<file path="src/rtl/voice_playback_if.sv">
// Purpose: groups the playback control, RAM read port and audio output signals.
//   slave  : seen by voice_playback (control/ram_data in; strobes, audio, status out)
//   master : seen by the controlling side and RAM model
// Signals: start, stop, ram_rd, ram_addr[ADDR_W], ram_data[WIDTH],
//          audio_out, audio_en, busy, done
interface voice_playback_if #(
  parameter int unsigned WIDTH  = 8,
  parameter int unsigned ADDR_W = 7
) ();
  logic              start;
  logic              stop;
  logic              ram_rd;
  logic [ADDR_W-1:0] ram_addr;
  logic [WIDTH-1:0]  ram_data;
  logic              audio_out;
  logic              audio_en;
  logic              busy;
  logic              done;

  modport slave (
    input  start, stop, ram_data,
    output ram_rd, ram_addr, audio_out, audio_en, busy, done
  );

  modport master (
    output start, stop, ram_data,
    input  ram_rd, ram_addr, audio_out, audio_en, busy, done
  );
endinterface

</file>
<file path="src/rtl/voice_playback.sv">
// Purpose: replays DEPTH bytes from the sample RAM as a 1-bit MSB-first audio stream,
//   each bit held CLK_DIV cycles, with gapless prefetch of the following byte.
// Ports:
//   clk      : system clock
//   reset_L  : asynchronous active-low reset
//   bus      : voice_playback_if.slave (start/stop, RAM read port, audio_out/audio_en,
//              busy, done)
module voice_playback #(
  parameter int unsigned WIDTH   = 8,
  parameter int unsigned DEPTH   = 128,
  parameter int unsigned ADDR_W  = 7,
  parameter int unsigned CLK_DIV = 4
) (
  input  logic             clk,
  input  logic             reset_L,
  voice_playback_if.slave  bus
);

  localparam int unsigned BIT_W = (WIDTH > 1) ? $clog2(WIDTH) : 1;
  localparam int unsigned DIV_W = $clog2(CLK_DIV);

  localparam logic [ADDR_W-1:0] LAST_ADDR = ADDR_W'(DEPTH - 1);
  localparam logic [BIT_W-1:0]  LAST_BIT  = BIT_W'(WIDTH - 1);
  localparam logic [DIV_W-1:0]  LAST_DIV  = DIV_W'(CLK_DIV - 1);

  typedef enum logic [1:0] {
    IDLE  = 2'd0,
    FETCH = 2'd1,
    LOAD  = 2'd2,
    SHIFT = 2'd3
  } state_e;

  state_e            state_q, state_d;
  logic [ADDR_W-1:0] addr_q, addr_d;
  logic [WIDTH-1:0]  shreg_q, shreg_d;
  logic [WIDTH-1:0]  hold_q, hold_d;
  logic [BIT_W-1:0]  bit_idx_q, bit_idx_d;
  logic [DIV_W-1:0]  div_cnt_q, div_cnt_d;
  logic              pf_pend_q, pf_pend_d;   // next byte already requested
  logic              rd_prev_q;              // ram_data is valid this cycle
  logic              ram_rd_q, ram_rd_d;
  logic              audio_en_q, audio_en_d;
  logic              audio_out_q, audio_out_d;
  logic              busy_q, busy_d;
  logic              done_q, done_d;
  logic              pf_c;

  // State and datapath registers.
  always_ff @(posedge clk or negedge reset_L) begin
    if (!reset_L) begin
      state_q     <= IDLE;
      addr_q      <= '0;
      shreg_q     <= '0;
      hold_q      <= '0;
      bit_idx_q   <= '0;
      div_cnt_q   <= '0;
      pf_pend_q   <= 1'b0;
      rd_prev_q   <= 1'b0;
      ram_rd_q    <= 1'b0;
      audio_en_q  <= 1'b0;
      audio_out_q <= 1'b0;
      busy_q      <= 1'b0;
      done_q      <= 1'b0;
    end else begin
      state_q     <= state_d;
      addr_q      <= addr_d;
      shreg_q     <= shreg_d;
      hold_q      <= hold_d;
      bit_idx_q   <= bit_idx_d;
      div_cnt_q   <= div_cnt_d;
      pf_pend_q   <= pf_pend_d;
      rd_prev_q   <= ram_rd_q;
      ram_rd_q    <= ram_rd_d;
      audio_en_q  <= audio_en_d;
      audio_out_q <= audio_out_d;
      busy_q      <= busy_d;
      done_q      <= done_d;
    end
  end

  // Next-state, datapath and registered-output decode.
  always_comb begin
    state_d   = state_q;
    addr_d    = addr_q;
    shreg_d   = shreg_q;
    hold_d    = hold_q;
    bit_idx_d = bit_idx_q;
    div_cnt_d = div_cnt_q;
    pf_pend_d = pf_pend_q;
    done_d    = 1'b0;
    pf_c      = 1'b0;

    unique case (state_q)
      IDLE: begin
        if (bus.start) begin
          state_d = FETCH;
          addr_d  = '0;
        end
      end
      FETCH: begin
        state_d = LOAD;
      end
      LOAD: begin
        shreg_d   = bus.ram_data;
        bit_idx_d = '0;
        div_cnt_d = '0;
        pf_pend_d = 1'b0;
        state_d   = SHIFT;
      end
      SHIFT: begin
        if (rd_prev_q) begin
          hold_d = bus.ram_data;
        end
        if (div_cnt_q == LAST_DIV) begin
          div_cnt_d = '0;
          if (bit_idx_q == LAST_BIT) begin
            bit_idx_d = '0;
            if (pf_pend_q) begin
              // With a short divider the prefetched byte may arrive on this very edge.
              shreg_d   = rd_prev_q ? bus.ram_data : hold_q;
              pf_pend_d = 1'b0;
            end else begin
              state_d = IDLE;
              addr_d  = '0;
              done_d  = 1'b1;
            end
          end else begin
            bit_idx_d = bit_idx_q + BIT_W'(1);
            shreg_d   = shreg_q << 1;
          end
        end else begin
          div_cnt_d = div_cnt_q + DIV_W'(1);
        end
      end
      default: begin
        state_d = IDLE;
      end
    endcase

    // Abort takes priority over everything except being idle.
    if ((state_q != IDLE) && bus.stop) begin
      state_d   = IDLE;
      addr_d    = '0;
      bit_idx_d = '0;
      div_cnt_d = '0;
      pf_pend_d = 1'b0;
      done_d    = 1'b0;
    end

    // Request the next byte on the first cycle of the final bit of the current one.
    pf_c = (state_d == SHIFT) && (bit_idx_d == LAST_BIT) && (div_cnt_d == '0) &&
           !pf_pend_d && (addr_q != LAST_ADDR);
    if (pf_c) begin
      addr_d    = addr_q + ADDR_W'(1);
      pf_pend_d = 1'b1;
    end

    ram_rd_d    = (state_d == FETCH) || pf_c;
    audio_en_d  = (state_d == SHIFT);
    audio_out_d = audio_en_d & shreg_d[WIDTH-1];
    busy_d      = (state_d != IDLE);
  end

  assign bus.ram_rd    = ram_rd_q;
  assign bus.ram_addr  = addr_q;
  assign bus.audio_out = audio_out_q;
  assign bus.audio_en  = audio_en_q;
  assign bus.busy      = busy_q;
  assign bus.done      = done_q;

endmodule

</file>
<file path="src/flat_wrapper.sv">
// flat-port wrapper written by rule: the top's interface ports become plain ports
module voice_playback_flat 
#(
  parameter int unsigned WIDTH   = 8,
  parameter int unsigned DEPTH   = 128,
  parameter int unsigned ADDR_W  = 7,
  parameter int unsigned CLK_DIV = 4
)
  (clk, reset_L, bus_start, bus_stop, bus_ram_data, bus_ram_rd, bus_ram_addr, bus_audio_out, bus_audio_en, bus_busy, bus_done);
  voice_playback_if #(.WIDTH(WIDTH), .ADDR_W(ADDR_W)) bus_i ();
  input  logic clk;
  input  logic reset_L;
  input wire logic [$bits(bus_i.start)-1:0] bus_start;
  input wire logic [$bits(bus_i.stop)-1:0] bus_stop;
  input wire logic [$bits(bus_i.ram_data)-1:0] bus_ram_data;
  output wire logic [$bits(bus_i.ram_rd)-1:0] bus_ram_rd;
  output wire logic [$bits(bus_i.ram_addr)-1:0] bus_ram_addr;
  output wire logic [$bits(bus_i.audio_out)-1:0] bus_audio_out;
  output wire logic [$bits(bus_i.audio_en)-1:0] bus_audio_en;
  output wire logic [$bits(bus_i.busy)-1:0] bus_busy;
  output wire logic [$bits(bus_i.done)-1:0] bus_done;
  assign bus_i.start = bus_start;
  assign bus_i.stop = bus_stop;
  assign bus_i.ram_data = bus_ram_data;
  assign bus_ram_rd = bus_i.ram_rd;
  assign bus_ram_addr = bus_i.ram_addr;
  assign bus_audio_out = bus_i.audio_out;
  assign bus_audio_en = bus_i.audio_en;
  assign bus_busy = bus_i.busy;
  assign bus_done = bus_i.done;
  voice_playback #(.WIDTH(WIDTH), .DEPTH(DEPTH), .ADDR_W(ADDR_W), .CLK_DIV(CLK_DIV)) u_core (.clk(clk), .reset_L(reset_L), .bus(bus_i));
endmodule
</file>
<file path="config.mk">
export PLATFORM = sky130hd
export DESIGN_NAME = voice_playback_flat
export DESIGN_NICKNAME = d
export VERILOG_FILES = /design/src/rtl/voice_playback_if.sv /design/src/rtl/voice_playback.sv /design/src/flat_wrapper.sv
export SDC_FILE = /design/constraint.sdc
export NUM_CORES = 1
export LEC_CHECK = 0
export ABC_AREA = 0
export CAP_MARGIN = 20
export CORE_ASPECT_RATIO = 0.6
export CORE_MARGIN = 1
export CORE_UTILIZATION = 46
export DETAILED_ROUTE_END_ITERATION = 16
export HOLD_SLACK_MARGIN = 0.15
export PLACE_DENSITY_LB_ADDON = 0.1
export SLEW_MARGIN = 20
export SYNTH_ARGS = -nofsm -noshare
export SYNTH_HDL_FRONTEND = slang
export SYNTH_SLANG_ARGS = --single-unit
</file>
<file path="constraint.sdc">
create_clock -name clk -period 6.1 [get_ports clk]
set_clock_uncertainty 0.05 [all_clocks]
set_input_delay 1.22 -clock clk [delete_from_list [all_inputs] [get_ports clk]]
set_output_delay 1.22 -clock clk [all_outputs]
set_load 0.05 [all_outputs]
</file>
# Word-level counts from Yosys, hierarchy flattened
# Cells that the tools add are included.
# word_totals
register_bits	37
in_bits	12
out_inout_bits	12
# classes
n_addsub	3
n_eq_ne	15
mux	35
n_bitwise	1
reduce_logical	15
# op_table
cell	count
$mux W7	6
$mux W8	4
$pmux W8 S2	1
$mux W2	7
$pmux W7 S2	1
$mux W1	9
$mux W3	3
$eq A2 B2 Y1 const B	4
$ne A4 B1 Y1 const B	2
$pmux W2 S4	1
$add A7 B1 Y7 const B	1
$ne A7 B7 Y1 const B	1
$eq A3 B3 Y1 const B	2
$pmux W3 S2	1
$reduce_bool A2 Y1	3
$logic_and A1 B1 Y1	5
$reduce_and A5 Y1	1
$eq A2 B1 Y1 const B	2
$logic_not A2 Y1	2
$ne A4 B2 Y1 const B	1
$ne A4 B4 Y1 const B	1
$pmux W2 S2	1
$reduce_bool A4 Y1	1
$add A3 B1 Y3 const B	1
8 further kinds	8

# Depth between registers and ports, before layout
# Gate-level depths: netlist of run 1.
# logic_depth
depth_word	12
mapped_depth	10
mapped_depth_nobuf	8

# Least setup slack after synthesis of run 1
# Ideal clock, no wire load.
# synth_path
kind	input -> register
startpoint	input bus_start
endpoint	register u_core.addr_q[5] (netlist: u_core.bus.ram_addr[5])
arrival_ps	2448
required_ps	5926
slack_ps	3478
path_stages	7
n_path_buf	1
path_cell_list	or3b_1 a32o_1 nor3b_4 nand4_2 buf_6 nor2_1 a211o_1
# synth_via
elab_chain_cells	10
# synth_lines
item	line	text
start: declaration	flat_wrapper.sv:13	input wire logic [$bits(bus_i.start)-1:0] bus_start;
$mux W2 *	voice_playback.sv:95	if (bus.start) begin
$pmux W2 S4 *	voice_playback.sv:93	unique case (state_q)
$mux W2 *	voice_playback.sv:141	if ((state_q != IDLE) && bus.stop) begin
$eq A2 B2 Y1 *	--	
via u_core.audio_en_d	voice_playback.sv:42	logic audio_en_q, audio_en_d;
$logic_and A1 B1 Y1 * (3 in a row)	voice_playback.sv:151	pf_c = (state_d == SHIFT) && (bit_idx_d == LAST_BIT) && (div_cnt_d == '0) &&
$logic_and A1 B1 Y1 *	voice_playback.sv:152	!pf_pend_d && (addr_q != LAST_ADDR);
$ne A4 B4 Y1 (no line) (tied with other cells)	--	
$reduce_and A5 Y1 (no line)	--	
end signal: assignment	voice_playback.sv:66	addr_q <= addr_d;
end: declaration	voice_playback.sv:34	logic [ADDR_W-1:0] addr_q, addr_d;
# Mark *: on every way through the listed nets, which the timed path passes. The rest lies on a longest branch.
# A chain may end at the register's enable or synchronous reset.

# Worst setup path in the final report of run 1
# layout_path
startpoint	input bus_stop
endpoint	register u_core.addr_q[5] (netlist: u_core.bus.ram_addr[5])
# layout_via
elab_chain_cells	9
# layout_lines
item	line	text
start: declaration	flat_wrapper.sv:14	input wire logic [$bits(bus_i.stop)-1:0] bus_stop;
$logic_and A1 B1 Y1 *	voice_playback.sv:141	
$mux W3 / $mux W2 (equally long branches)	voice_playback.sv:141	
$eq A3 B3 Y1 / $eq A2 B2 Y1 (equally long branches)	voice_playback.sv:151	
$logic_and A1 B1 Y1 (3 in a row)	voice_playback.sv:151	
$logic_and A1 B1 Y1	voice_playback.sv:152	
$ne A4 B4 Y1 (no line) (tied with other cells)	--	
$reduce_and A5 Y1 (no line)	--	
# Every way passes the cells marked *; elsewhere a longest branch is shown, timed or not.

==> key figures, run 1 <==
Pwr
  • P_int: 0.5700 mW
  • Clock group share of total power: 0.175
  • Sequential Power Share: 0.404
  • Worst VDD drop: 0.0002684 V
  • Sw frac: 0.3881
  • Switching pwr: 0.3615 mW
  • Leakage: 1.015 nW
  • Power Total: 0.9315 mW
  • Combinational share of power: 0.422
  • P per Cell Area: 404.8 mW/mm^2

GRT
  • Initial antenna violation count: 0
  • Met1 Resource Use GR: 0.3313
  • Total track usage: 0.2161
  • Gr ovfl total: 0
  • Met2 GRT Util: 0.2857
  • Global-route wire length before repair: 7038 um
  • Largest net degree at the start of global routing: 38
  • Grt peak-use layer: met1
  • GRT met3 Usage: 0.06299
  • Vias in the first global route: 1364

Finish
  • Share of cells above drive strength 1: 0.1626
  • NumNets Final: 222
  • FF/Latch Area: 925.9 um^2
  • Area of the multi-input gates: 964.7 um^2
  • Commonest non-fill, non-tap cell in the layout: dfrtp_1
  • Antenna cell count: 0
  • Layout fillers: 331
  • Area grow syn2layout: 17.43%
  • Most frequent cells in the layout: 37 x dfrtp_1, 23 x clkdlybuf4s50_1, 20 x nor2_1

STA
  • Rel. slew slack: 0.4519
  • F_max: 321.3 MHz
  • Final worst slack: 2987 ps
  • Final Slew Violations: 0
  • Slew at the pin closest to its max-slew limit: 822.1 ps
  • Setup violators final: 0
  • Final period utilization: 0.5103
  • RSZ-0062 raised after global routing: false
  • Setup TNS: 0 ps
  • Fin crit period: 3113 ps
  • Hold Vio Cnt, Final: 0

Critical path
  • Critical Path Max Stage Delay: 470 ps
  • Worst Path Required: 6220 ps
  • Crit-path slowest cell: clkdlybuf4s50_1
  • CP Max Fanout: 12
  • Crit-path cells: clkdlybuf4s50_1, nor2b_1, a311oi_1, nand2_1, nand4_2, and2_4, a211o_1
  • Startpoint Class: input port
  • Crit path capture type: register
  • Worst Path Arrival: 3240 ps
  • Crit path kind: in -> reg
  • Bufs and invs on worst path: 1
  • CP top delay family: simple AND/OR/NAND/NOR gates

Place
  • Gpl congestion: 0.7811
  • # port buffers: 23
  • Placement Setup Slack: 2698 ps
  • Post-DP HPWL: 3126 um

Job
  • Maxcap violations: 0

Floorplan
  • Die Y: 52.56 um
  • Starting density of the core: 0.5061
  • Row cnt: 17
  • Die W: 86.26 um
  • Die footprint: 0.004533 mm^2
  • # IOs: 24
  • Core area: 0.003871 mm^2

Detailed routing
  • Vias per cell: 5.608
  • Routed length per instance: 16.39 um
  • Routed WL: 4262 um
  • Via count: 1458
  • DRC: 0
  • ANT nets after route: 0
  • DRT iter0 DRCs: 127
  • Pre-antenna DRT Iters: 5

Yosys
  • Synth cell types: 51
  • Netlist area before placement: 0.001959 mm^2
  • Syn avg cell area: 11.01 um^2
  • Yosys reg bits: 37
  • Register area share after synthesis: 0.4725
  • Post-synthesis net count: 198
  • Most used DFF post-synth: dfrtp_1
  • EDFF count, synth: 0
  • Ys Warns: 0
  • Syn Inst Count: 178
  • Async SR Flop Fraction: 1.000

Clock network
  • CTS tree: built
  • Root buffer cell: clkbuf_8
  • Clock slew at reported path FFs: 70 ps
  • H-tree Lvls: 2
  • Clk buf depth: 2
  • Cts hold-fix bufs: 0
  • Post-CTS sizing: 0
  • Clock Latency Late Sink: 280 ps
  • Clock sink total: 37
  • Number of CTS-inserted buffers: 5
  • Setup Fix Bufs, Post-CTS: 0

Hold path
  • Hold crit path type: reg -> reg

Run status
  • Status: finished, final reports clean
==> synth_stat cells, drive strengths merged, types with 2 or more instances <==
cell type	n	area (um^2)
o22ai	2	12.51
o21ai	6	30.02
buf	6	46.28
and3	3	18.77
nand2	8	30.03
inv	5	18.77
nor2b	3	18.77
a21oi	13	65.06
mux2	11	127.6
nand3	3	15.01
and2	3	21.27
ha	8	100.1
a22oi	4	35.03
nor3b	3	33.78
dfrtp	37	925.9
nor3	4	20.02
a222oi	5	50.05
a21o	5	42.54
nor2	21	81.33
nand2b	8	50.05
==> power groups by stage <==
stage | Combinational (mW) | Sequential, mW | Clock [mW]
4_1_cts | 0.391 | 0.376 | 0.166
3_5_place_dp | 0.387 | 0.380 | 0
2_1_floorplan | 0.270 | 0.400 | 0
5_1_grt | 0.426 | 0.383 | 0.180
6_report | 0.393 | 0.376 | 0.163
3_3_place_gp | 0.376 | 0.374 | 0
==> per-stage QoR <==
stage | hold slack, ps | utilization | area (um^2) | instances
2_1_floorplan | 425.4 | - | 1959 | 178
5_1_grt | 363.1 | 0.5944 | 2301 | 260
6_report | 352.9 | 0.5944 | 2301 | 260
3_5_place_dp | 326.2 | 0.5730 | 2218 | 252
3_3_place_gp | 314.6 | 0.5730 | 2218 | 252
4_1_cts | 353.2 | 0.5944 | 2301 | 260
==> layer usage <==
layer | wire length [um] | vias to the layer above
li1 | - | 701
met1 | 2241 | 717
met2 | 1777 | 38
met3 | 220 | 2
met4 | 23 | 0
met5 | 0 | -
==> cells by family after synthesis <==
| kind of cell | Yosys count | synth area share |
|---|---|---|
| simple gates | 63 | 0.1820 |
| compound gates | 46 | 0.1890 |
| mux | 12 | 0.07024 |
| fa+ha+maj | 8 | 0.05109 |
| flops | 37 | 0.4725 |
| buf+inv | 12 | 0.03511 |
==> layout make-up <==
| cell class | count | area share |
|---|---|---|
| Tap cell | 57 | 0.03100 |
| Clock inverter | 2 | 0.004350 |
| Multi-Input combinational cell | 129 | 0.4192 |
| Sequential cell | 37 | 0.4024 |
| Inverter | 5 | 0.008157 |
| Timing Repair Buffer | 24 | 0.1033 |
| Clock buffer | 6 | 0.03154 |
==> flip-flops by register name (all words and copies together) (netlist names), 2 cells and up <==
name and count:
u_core.bus.ram_addr 7, u_core.state_q 2, u_core.div_cnt_q 2, u_core.bit_idx_q 3, u_core.hold_q 8, u_core.shreg_q 8
==> final timing paths <==
check,startpoint,to,slack [ps],cells past startpoint
setup / recovery,bus_stop,u_core.bus.ram_addr[5],2990,7
max in group asynchronous,reset_L,u_core.hold_q[2],4370,2
hold reg to reg,u_core.bus.ram_rd,u_core.rd_prev_q,350,0
hold / removal,u_core.bus.ram_rd,u_core.rd_prev_q,350,0
setup reg to reg,u_core.state_q[0],u_core.bus.ram_addr[5],3300,7
min in group asynchronous,reset_L,u_core.state_q[1],1310,2
Note: power is estimated with default switching activity, not from simulation.
==> run 2: changes to the inputs <==
==> constraint.sdc (replaced) <==
create_clock -name clk -period 2.7 [get_ports clk]
set_clock_uncertainty 0.05 [all_clocks]
set_input_delay 0.54 -clock clk [delete_from_list [all_inputs] [get_ports clk]]
set_output_delay 0.54 -clock clk [all_outputs]
set_load 0.05 [all_outputs]
==> key figures, run 2 (synthesis gave the netlist of run 1 again) <==
Run status
  • Status: finished, final reports clean

Critical path
  • Critical Path Max Stage Delay: 510 ps (+40 ps)
  • Startpoint Class: register
  • Reg2reg start: u_core.div_cnt_q[0]
  • R2R Setup Slk: 250 ps (-3050 ps)
  • Crit-path slowest cell: a2111oi_4
  • Reg2reg path depth: 8 (+1)
  • Worst setup path start: u_core.div_cnt_q[0]
  • Worst Setup EP: u_core.bus.ram_addr[5]
  • FF-to-FF End: u_core.bus.ram_addr[5]
  • Crit path kind: reg -> reg
  • Crit-path cells: ha_1, nand3b_2, a2111oi_4, nor3b_4, nand4_2, buf_4, nor2_1, a211o_1
  • Worst Path Required: 2820 ps (-3400 ps)
  • CP Max Fanout: 11 (-1)
  • Worst Path Arrival: 2580 ps (-660 ps)
  • Crit path capture type: register

Pwr
  • Clock group share of total power: 0.181 (+0.006)
  • Sequential Power Share: 0.395 (-0.009)
  • Worst VDD drop: 0.0005492 V (+100%)
  • Leakage: 1.044 nW (+2.8%)
  • P_int: 1.331 mW (+130%)
  • Combinational share of power: 0.424 (+0.002)
  • Sw frac: 0.3835 (-0.004647)
  • Switching pwr: 0.8278 mW (+130%)
  • P per Cell Area: 918.7 mW/mm^2 (+130%)

Clock network
  • CTS tree: built
  • Clk buf depth: 2 (unchanged)
  • Cts hold-fix bufs: 0 (unchanged)
  • Clock sink total: 37 (unchanged)
  • Setup Fix Bufs, Post-CTS: 0 (unchanged)
  • H-tree Lvls: 2 (unchanged)
  • Root buffer cell: clkbuf_8
  • Post-CTS sizing: 0 (unchanged)
  • Clock Latency Late Sink: 290 ps (about the same)
  • Clock slew at reported path FFs: 70 ps (about the same)
  • Number of CTS-inserted buffers: 5 (unchanged)

STA
  • Final worst slack: 247.3 ps (-2740 ps)
  • Final Slew Violations: 0 (unchanged)
  • Worst Hold Margin: 342.0 ps (-10.87 ps)
  • Rel. slew slack: 0.6063 (+0.1543)
  • F_max: 407.7 MHz
  • Fin crit period: 2453 ps
  • Hold Vio Cnt, Final: 0 (unchanged)
  • Setup TNS: 0 ps (unchanged)
  • Setup violators final: 0 (unchanged)
  • Final period utilization: 0.9084
  • RSZ-0062 raised after global routing: false
  • Slew at the pin closest to its max-slew limit: 590.6 ps (-231.5 ps)

GRT
  • Global-route wire length before repair: 7100 um (+0.88%)
  • Total track usage: 0.2156 (-0.0005079)
  • Vias in the first global route: 1434 (+5.1%)
  • Gr ovfl total: 0 (unchanged)
  • Initial antenna violation count: 0 (unchanged)
  • Largest net degree at the start of global routing: 38 (unchanged)

Finish
  • FF/Latch Area: 925.9 um^2 (unchanged)
  • Most frequent cells in the layout: 37 x dfrtp_1, 23 x clkdlybuf4s50_1, 20 x nor2_1
  • NumNets Final: 228 (+2.7%)
  • Area of the multi-input gates: 964.7 um^2 (unchanged)
  • Area grow syn2layout: 19.92%
  • Share of cells above drive strength 1: 0.1827 (+0.02013)
  • Commonest non-fill, non-tap cell in the layout: dfrtp_1
  • Layout fillers: 321 (-3.0%)
  • Antenna cell count: 0 (unchanged)

Place
  • # port buffers: 23 (unchanged)
  • Placement Setup Slack: 202.7 ps (-2496 ps)
  • Gpl congestion: 0.8208 (+5.1%)
  • Post-DP HPWL: 3232 um (+3.4%)

Floorplan
  • Starting density of the core: 0.5061 (unchanged)
  • Die W: 86.26 um (unchanged)
  • # IOs: 24 (unchanged)
  • Die footprint: 0.004533 mm^2 (unchanged)
  • Core area: 0.003871 mm^2 (unchanged)
  • Row cnt: 17 (unchanged)
  • Die Y: 52.56 um (unchanged)

Detailed routing
  • ANT nets after route: 0 (unchanged)
  • Routed length per instance: 16.56 um (+1.0%)
  • Vias per cell: 5.630 (+0.40%)
  • DRC: 0 (unchanged)
  • DRT iter0 DRCs: 172 (+35%)
  • Via count: 1492 (+2.3%)
  • Pre-antenna DRT Iters: 4 (-1)
  • Routed WL: 4389 um (+3.0%)

Job
  • Maxcap violations: 0 (unchanged)

Hold path
  • Hold_sp: u_core.bus.ram_rd
  • Hold crit path type: reg -> reg
## run 2: cell count changes in the layout (fill, tap and decap cells not counted), sizes merged
cell	before	now
buf	1	7
clkinv	2	0
clkbuf	6	7
## run 2: critical path, delay by kind of cell, from the launching register on
family | cells | cell delay, ps
buf+inv | 1 | 180
simple gates | 4 | 470
fa+ha+maj | 1 | 450
flops | 1 | 410
compound gates | 2 | 780
## run 2: area by class of cell
| class | count | share of cell area |
|---|---|---|
| well taps | 57 | 0.03035 |
| flip-flops and latches | 37 | 0.3940 |
| multi-input cells | 129 | 0.4105 |
| clock buffers | 7 | 0.03674 |
| repair buffers | 30 | 0.1203 |
| inverters | 5 | 0.007987 |
## run 2: routing by layer
| metal | track usage | up-vias | wire, um |
|---|---|---|---|
| li1 | - | 707 | - |
| met1 | 0.3246 | 743 | 2290 |
| met2 | 0.3016 | 37 | 1819 |
| met3 | 0.05669 | 5 | 249 |
| met4 | 0.06111 | 0 | 29 |
| met5 | 0 | - | 0 |
## run 2: worst min-delay path by stage
stage	to	cells after the start
after floorplan	u_core.bit_idx_q[0]	0
after global placement	u_core.rd_prev_q	0
after detailed placement	u_core.rd_prev_q	0
after CTS	u_core.rd_prev_q	0
after global routing	u_core.rd_prev_q	0
final	u_core.rd_prev_q	0
## run 2: power groups by stage
stage / Clock (mW) / Sequential [mW] / Combinational [mW]
after floorplan: 0 / 0.904 / 0.610
after global placement: 0 / 0.844 / 0.882
after detailed placement: 0 / 0.858 / 0.906
after CTS: 0.396 / 0.848 / 0.916
after global routing: 0.431 / 0.870 / 0.997
final: 0.390 / 0.852 / 0.916
## run 2: through the flow
stage	util	std cells	power [mW]	instance area, um^2
final	0.6070	265	2.159	2350
after global routing	0.6070	265	2.298	2350
after CTS	0.6070	265	2.160	2350
after detailed placement	0.5847	258	1.764	2263
after global placement	0.5847	258	1.727	2263
after floorplan	-	178	1.514	1959
==> run 3: changes to the inputs <==
--- a/config.mk
+++ b/config.mk
@@ -5,12 +5,13 @@
 export SDC_FILE = /design/constraint.sdc
 export NUM_CORES = 1
 export LEC_CHECK = 0
-export ABC_AREA = 0
+export ABC_AREA = 1
 export CAP_MARGIN = 20
 export CORE_ASPECT_RATIO = 0.6
 export CORE_MARGIN = 1
 export CORE_UTILIZATION = 46
 export DETAILED_ROUTE_END_ITERATION = 16
+export GPL_TIMING_DRIVEN = 0
 export HOLD_SLACK_MARGIN = 0.15
 export PLACE_DENSITY_LB_ADDON = 0.1
 export SLEW_MARGIN = 20
==> key figures, run 3 <==
Yosys
  • Synth Area in Adders: 0.04957 (-0.001519)
  • Post-synthesis net count: 271 (+37%)
  • Syn Inst Count: 251 (+41%)
  • Ys Warns: 0 (unchanged)
  • Cell types occupying the most area after synthesis: dfrtp_1 46%, nand2_1 12%, nand3_1 5.5%
  • Mux cell area share after synthesis: 0.004957 (-0.06529)
  • Largest family of logic cells by synthesized area: simple AND/OR/NAND/NOR gates
  • EDFF count, synth: 0 (unchanged)
  • Synth Area in XOR/XNOR: 0.01735 (+0.01735)
  • Syn avg cell area: 8.046 um^2 (-27%)
  • Synth cell count leaders: 65 x nand2_1, 37 x dfrtp_1, 29 x inv_1
  • Top-count cell post-synth: nand2_1
  • Synth cell types: 33 (-35%)
  • Yosys reg bits: 37 (unchanged)
  • Simple-Gate Fraction of Synth Area: 0.2639 (+0.08195)
  • Register area share after synthesis: 0.4585 (-0.01405)
  • Synth top area share: 0.4585 (-0.01405)
  • Post-synth top area cell: dfrtp_1
  • Most used DFF post-synth: dfrtp_1
  • Netlist area before placement: 0.002019 mm^2 (+3.1%)
  • Async SR Flop Fraction: 1.000 (unchanged)
  • Synth Area in Compound Gates: 0.1301 (-0.05891)

Pwr
  • P_int: 1.404 mW (+5.5%)
  • P per Cell Area: 929.9 mW/mm^2 (+1.2%)
  • Leakage: 1.213 nW (+16%)
  • Switching pwr: 0.9059 mW (+9.4%)
  • Sequential Power Share: 0.352 (-0.043)
  • Sw frac: 0.3922 (+0.008763)
  • Combinational share of power: 0.398 (-0.026)
  • Worst VDD drop: 0.0003471 V (-37%)
  • Power Total: 2.310 mW (+7.0%)
  • Clock group share of total power: 0.250 (+0.069)

Finish
  • Antenna cell count: 0 (unchanged)
  • Most frequent cells in the layout: 65 x nand2_1, 37 x dfrtp_1, 29 x inv_1
  • Commonest non-fill, non-tap cell in the layout: nand2_1
  • Area grow syn2layout: 22.99%
  • Share of cells above drive strength 1: 0.08803 (-0.09466)
  • Design Area, Final: 0.002484 mm^2 (+5.7%)
  • NumNets Final: 303 (+33%)

GRT
  • Total track usage: 0.2192 (+0.003613)
  • Largest net degree at the start of global routing: 27 (-29%)
  • Vias in the first global route: 1454 (+1.4%)
  • Initial antenna violation count: 0 (unchanged)
  • Gr ovfl total: 0 (unchanged)
  • Global-route wire length before repair: 7424 um (+4.6%)

Critical path
  • Startpoint Class: register
  • Crit path capture type: output pin
  • Crit path kind: reg -> out
  • Worst Path Required: 2110 ps (-710 ps)
  • Crit-path slowest cell: clkdlybuf4s50_1
  • Worst Path Arrival: 1590 ps (-990 ps)
  • Critical Path Max Stage Delay: 840 ps (+330 ps)
  • Crit-path cells: clkdlybuf4s50_1
  • Bufs and invs on worst path: 1 (unchanged)
  • CP Max Fanout: 6 (-5)
  • CP top delay family: buffers and inverters

STA
  • RSZ-0062 raised after global routing: false
  • Slew at the pin closest to its max-slew limit: 585.0 ps (-5.564 ps)
  • Final period utilization: 0.8081 (-0.1003)
  • Setup violators final: 0 (unchanged)
  • Rel. slew slack: 0.6100 (+0.003709)
  • Fin crit period: 2182 ps (-270.7 ps)
  • F_max: 458.3 MHz (+12%)
  • Worst Hold Margin: 339.9 ps (-2.091 ps)
  • Final Slew Violations: 0 (unchanged)
  • Setup TNS: 0 ps (unchanged)
  • Hold Vio Cnt, Final: 0 (unchanged)

Place
  • Gpl congestion: 0.7983 (-2.7%)
  • Placed instance area: 0.002340 mm^2 (+3.4%)
  • Post-DP HPWL: 3293 um (+1.9%)
  • # port buffers: 23 (unchanged)

Clock network
  • Clock sink total: 37 (unchanged)
  • CTS tree: built
  • Root buffer cell: clkbuf_8
  • Clk buf depth: 2 (unchanged)
  • Clock Latency Late Sink: 300 ps (about the same)
  • Cts hold-fix bufs: 1 (+1)
  • Post-CTS sizing: 0 (unchanged)
  • Setup Fix Bufs, Post-CTS: 0 (unchanged)
  • Number of CTS-inserted buffers: 5 (unchanged)
  • H-tree Lvls: 2 (unchanged)
  • Clock slew at reported path FFs: 70 ps (about the same)

Floorplan
  • Die W: 87.54 um (+1.5%)
  • Row cnt: 18 (+1)
  • Die footprint: 0.004668 mm^2 (+3.0%)
  • # IOs: 24 (unchanged)
  • Core area: 0.004167 mm^2 (+7.6%)
  • Starting density of the core: 0.4847 (-0.02146)
  • Die Y: 53.33 um (+1.5%)

Detailed routing
  • Vias per cell: 5.023 (-11%)
  • ANT nets after route: 0 (unchanged)
  • DRT iter0 DRCs: 93 (-46%)
  • Routed length per instance: 12.78 um (-23%)
  • Pre-antenna DRT Iters: 5 (+1)
  • DRC: 0 (unchanged)
  • Via count: 1728 (+16%)
  • Routed WL: 4396 um (+0.16%)

Hold path
  • Hold crit path type: reg -> reg

Job
  • Maxcap violations: 0 (unchanged)

Run status
  • Status: finished, final reports clean
-- run 3: cell type report --
class	count	area (um^2)
Buffer	5	31.28
Clock buffer	5	68.82
Clock inverter	3	65.06
Fill cell	374	1683
Inverter	32	121.4
Multi-Input combinational cell	177	940.9
Sequential cell	37	925.9
Tap cell	60	75.07
Timing Repair Buffer	25	255.2
-- run 3: layer usage --
metal / vias to the layer above / GRT usage / wire length, um
li1: 889 / - / -
met1: 782 / 0.3598 / 2494
met2: 52 / 0.2539 / 1568
met3: 5 / 0.06084 / 290
met4: 0 / 0.07377 / 42
met5: - / 0 / 0
-- run 3: path summary, 6_finish.rpt --
path                                              from                     end  slack, ps  cells past startpoint
worst max-delay path            u_core.bus.ram_addr[4]         bus_ram_addr[4]        520                      1
worst max register to register     u_core.bit_idx_q[0]  u_core.bus.ram_addr[5]        570                     10
min in group asynchronous                      reset_L        u_core.hold_q[2]        590                      2
worst min register to register       u_core.bus.ram_rd        u_core.rd_prev_q        340                      0
worst min-delay path                 u_core.bus.ram_rd        u_core.rd_prev_q        340                      0
max in group asynchronous                      reset_L     u_core.bit_idx_q[2]       1580                      3
-- run 3: power by group through the flow --
| stage | combinational [mW] | sequential, mW | clock, mW |
|---|---|---|---|
| 2_1_floorplan | 0.612 | 0.877 | 0 |
| 6_report | 0.919 | 0.813 | 0.578 |
| 5_1_grt | 1.06 | 0.834 | 0.613 |
| 3_3_place_gp | 0.903 | 0.818 | 0 |
| 3_5_place_dp | 0.914 | 0.822 | 0 |
| 4_1_cts | 0.917 | 0.814 | 0.586 |
-- run 3: metrics by stage --
step / utilization / std cells / worst slack [ps]
final: 0.5961 / 344 / 518.0
after global routing: 0.5961 / 344 / 368.2
after CTS: 0.5961 / 344 / 506.8
after detailed placement: 0.5616 / 335 / 365.0
after global placement: 0.5580 / 334 / 159.1
after floorplan: - / 251 / 911.5
-- run 3: cells by family (layout without fill, tap and decap cells) --
kind of cell / count (synthesis) / in the layout
multiplexers: 1 / 1
buffers and inverters: 37 / 70
AO/OA/AOI/OAI: 44 / 44
adder cells (fa/ha/maj): 8 / 8
XOR/XNOR: 4 / 4
AND/OR/NAND/NOR: 120 / 120
flip-flops: 37 / 37
==> edit, RTL diff (settings of run 3) <==
`ADDR_W` is set to 7 in 3 places; all go to 8.
--- a/src/rtl/voice_playback_if.sv
+++ b/src/rtl/voice_playback_if.sv
@@ -5,7 +5,7 @@
 //          audio_out, audio_en, busy, done
 interface voice_playback_if #(
   parameter int unsigned WIDTH  = 8,
-  parameter int unsigned ADDR_W = 7
+  parameter int unsigned ADDR_W = 8
 ) ();
   logic              start;
   logic              stop;
--- a/src/rtl/voice_playback.sv
+++ b/src/rtl/voice_playback.sv
@@ -8,7 +8,7 @@
 module voice_playback #(
   parameter int unsigned WIDTH   = 8,
   parameter int unsigned DEPTH   = 128,
-  parameter int unsigned ADDR_W  = 7,
+  parameter int unsigned ADDR_W  = 8,
   parameter int unsigned CLK_DIV = 4
 ) (
   input  logic             clk,
--- a/src/flat_wrapper.sv
+++ b/src/flat_wrapper.sv
@@ -3,7 +3,7 @@
 #(
   parameter int unsigned WIDTH   = 8,
   parameter int unsigned DEPTH   = 128,
-  parameter int unsigned ADDR_W  = 7,
+  parameter int unsigned ADDR_W  = 8,
   parameter int unsigned CLK_DIV = 4
 )
   (clk, reset_L, bus_start, bus_stop, bus_ram_data, bus_ram_rd, bus_ram_addr, bus_audio_out, bus_audio_en, bus_busy, bus_done);
Interface: changed (resized bus_ram_addr); port bits go from 24 to 25. No check against the original RTL was run, so the function may have changed too.
==> edit against run 3 <==
- worst setup slack better by 0.0022 ns
- sequential cell count is 1 higher
- synthesized cell count down 0.40%
- wire length rose by 6.3%
- design area is 3.2% higher
- total power grew 2.2%
- register-to-register slack got worse by 0.04 ns
- synthesized area rose by 3.0%
- critical endpoint is now bus_ram_addr[2]
- highest routed layer unchanged
==> edit: results (changes against run 3) <==
YS_SEQ_AREA_FRAC=0.457  # -0.00121
MET2_USAGE=0.285  # +0.0307
FF2FF_PATH_DEPTH=10  # unchanged
ROUTED_WL_MM=4.67  # +6.3%
TIGHTESTPINTRANSITION_NS=0.710  # +0.125 ns
SYNTH_CELL_TYPE_COUNT=32  # -3.0%
GRT_PASS1_VIAS=1566  # +7.7%
DETAILEDPLACEMENTHPWL_MM=3.35  # +1.6%
TOTAL_TRACK_USAGE=0.221  # +0.00168
FINALWEIGHTEDCONGESTION=0.776  # -2.8%
OUTCOME='complete, no violations'
MET2_WIRELENGTH_MM=1.78  # +13%
GRT_FIRST_PASS_WIRELENGTH_MM=7.73  # +4.1%
DRIVE_ABOVE_1_SHARE=0.106  # +0.0176
HOLD_PATH_END='u_core.rd_prev_q$_DFF_PN0_'
WIRE_PER_INST_UM=13.6  # +6.3%
POSTSYNTHNETCOUNT=270  # -0.37%
R2R_SLACK_NS=0.53  # -0.04 ns
HOLD_SLACK_NS=0.338  # -0.00168 ns
POST_DP_CELL_AREA_UM2=2410  # +3.0%
ROUTE.VIAS.TOTAL=1776  # +2.8%
TRITONROUTE_PASS_1_ITERS=4  # -1
POWER.STATIC_LEAKAGE_uW=0.00128  # +5.4%
PORT-BUFFER-COUNT=24  # +4.3%
WORSTREG2REGEND='u_core.bus.ram_addr[3]$_DFFE_PN0P_'
NUMCTSBUFFERS=5  # unchanged
DRT_FIRST_ITER_VIOLATIONS=129  # +39%
DETAILROUTE.WIRELENGTH.MET3_UM=351  # +21%
MET1WIRELENGTH_MM=2.49  # -0.16%
SYNTH.CELLS.MOST_FREQUENT='nand2_1, dfrtp_1, inv_1'
FILLERINSTANCES=378  # +1.1%
PRECTSSETUPSLACK_NS=0.288  # -0.0774 ns
## edit: how the worst max path moves through the flow
stage | from | end | slack [ns]
after floorplan | u_core.bus.ram_addr[0]$_DFFE_PN0P_ | u_core.bus.ram_addr[3]$_DFFE_PN0P_ | 0.81
after global placement | reset_L | u_core.bus.audio_en$_DFF_PN0_ | 0.1
after detailed placement | bus_stop | u_core.bus.ram_addr[5]$_DFFE_PN0P_ | 0.29
after CTS | u_core.bit_idx_q[0]$_DFF_PN0_ | u_core.bus.ram_addr[3]$_DFFE_PN0P_ | 0.51
after global routing | u_core.state_q[0]$_DFF_PN0_ | u_core.bus.ram_addr[3]$_DFFE_PN0P_ | 0.31
final | u_core.bus.ram_addr[2]$_DFFE_PN0P_ | bus_ram_addr[2] | 0.52
## edit: power breakdown
group / internal, µW / total, µW / leakage [µW] / switching (µW)
clock network: 394 / 603 / 0.0000714 / 209
logic: 315 / 936 / 0.000712 / 620
registers: 738 / 821 / 0.000495 / 83.7
total: 1450 / 2360 / 0.00128 / 913
## edit: area by class of cell
type | instances | area, µm² | area share
Buffer | 8 | 56.3 | 0.0220
Inverter | 25 | 96.3 | 0.0376
Sequential cell | 38 | 951 | 0.371
Clock inverter | 2 | 60.1 | 0.0234
Clock buffer | 6 | 82.6 | 0.0322
Timing Repair Buffer | 26 | 265 | 0.104
Multi-Input combinational cell | 179 | 976 | 0.381
Tap cell | 60 | 75.1 | 0.0293
## edit: cells by family after synthesis
family	after synthesis	synth area share
buffers and inverters	33	0.0734
muxes	6	0.0289
and+or+nand+nor	117	0.249
AOI/OAI and AO/OA	43	0.122
xor gates and xnor gates	5	0.0211
adders and majority gates	8	0.0481
DFF	38	0.457
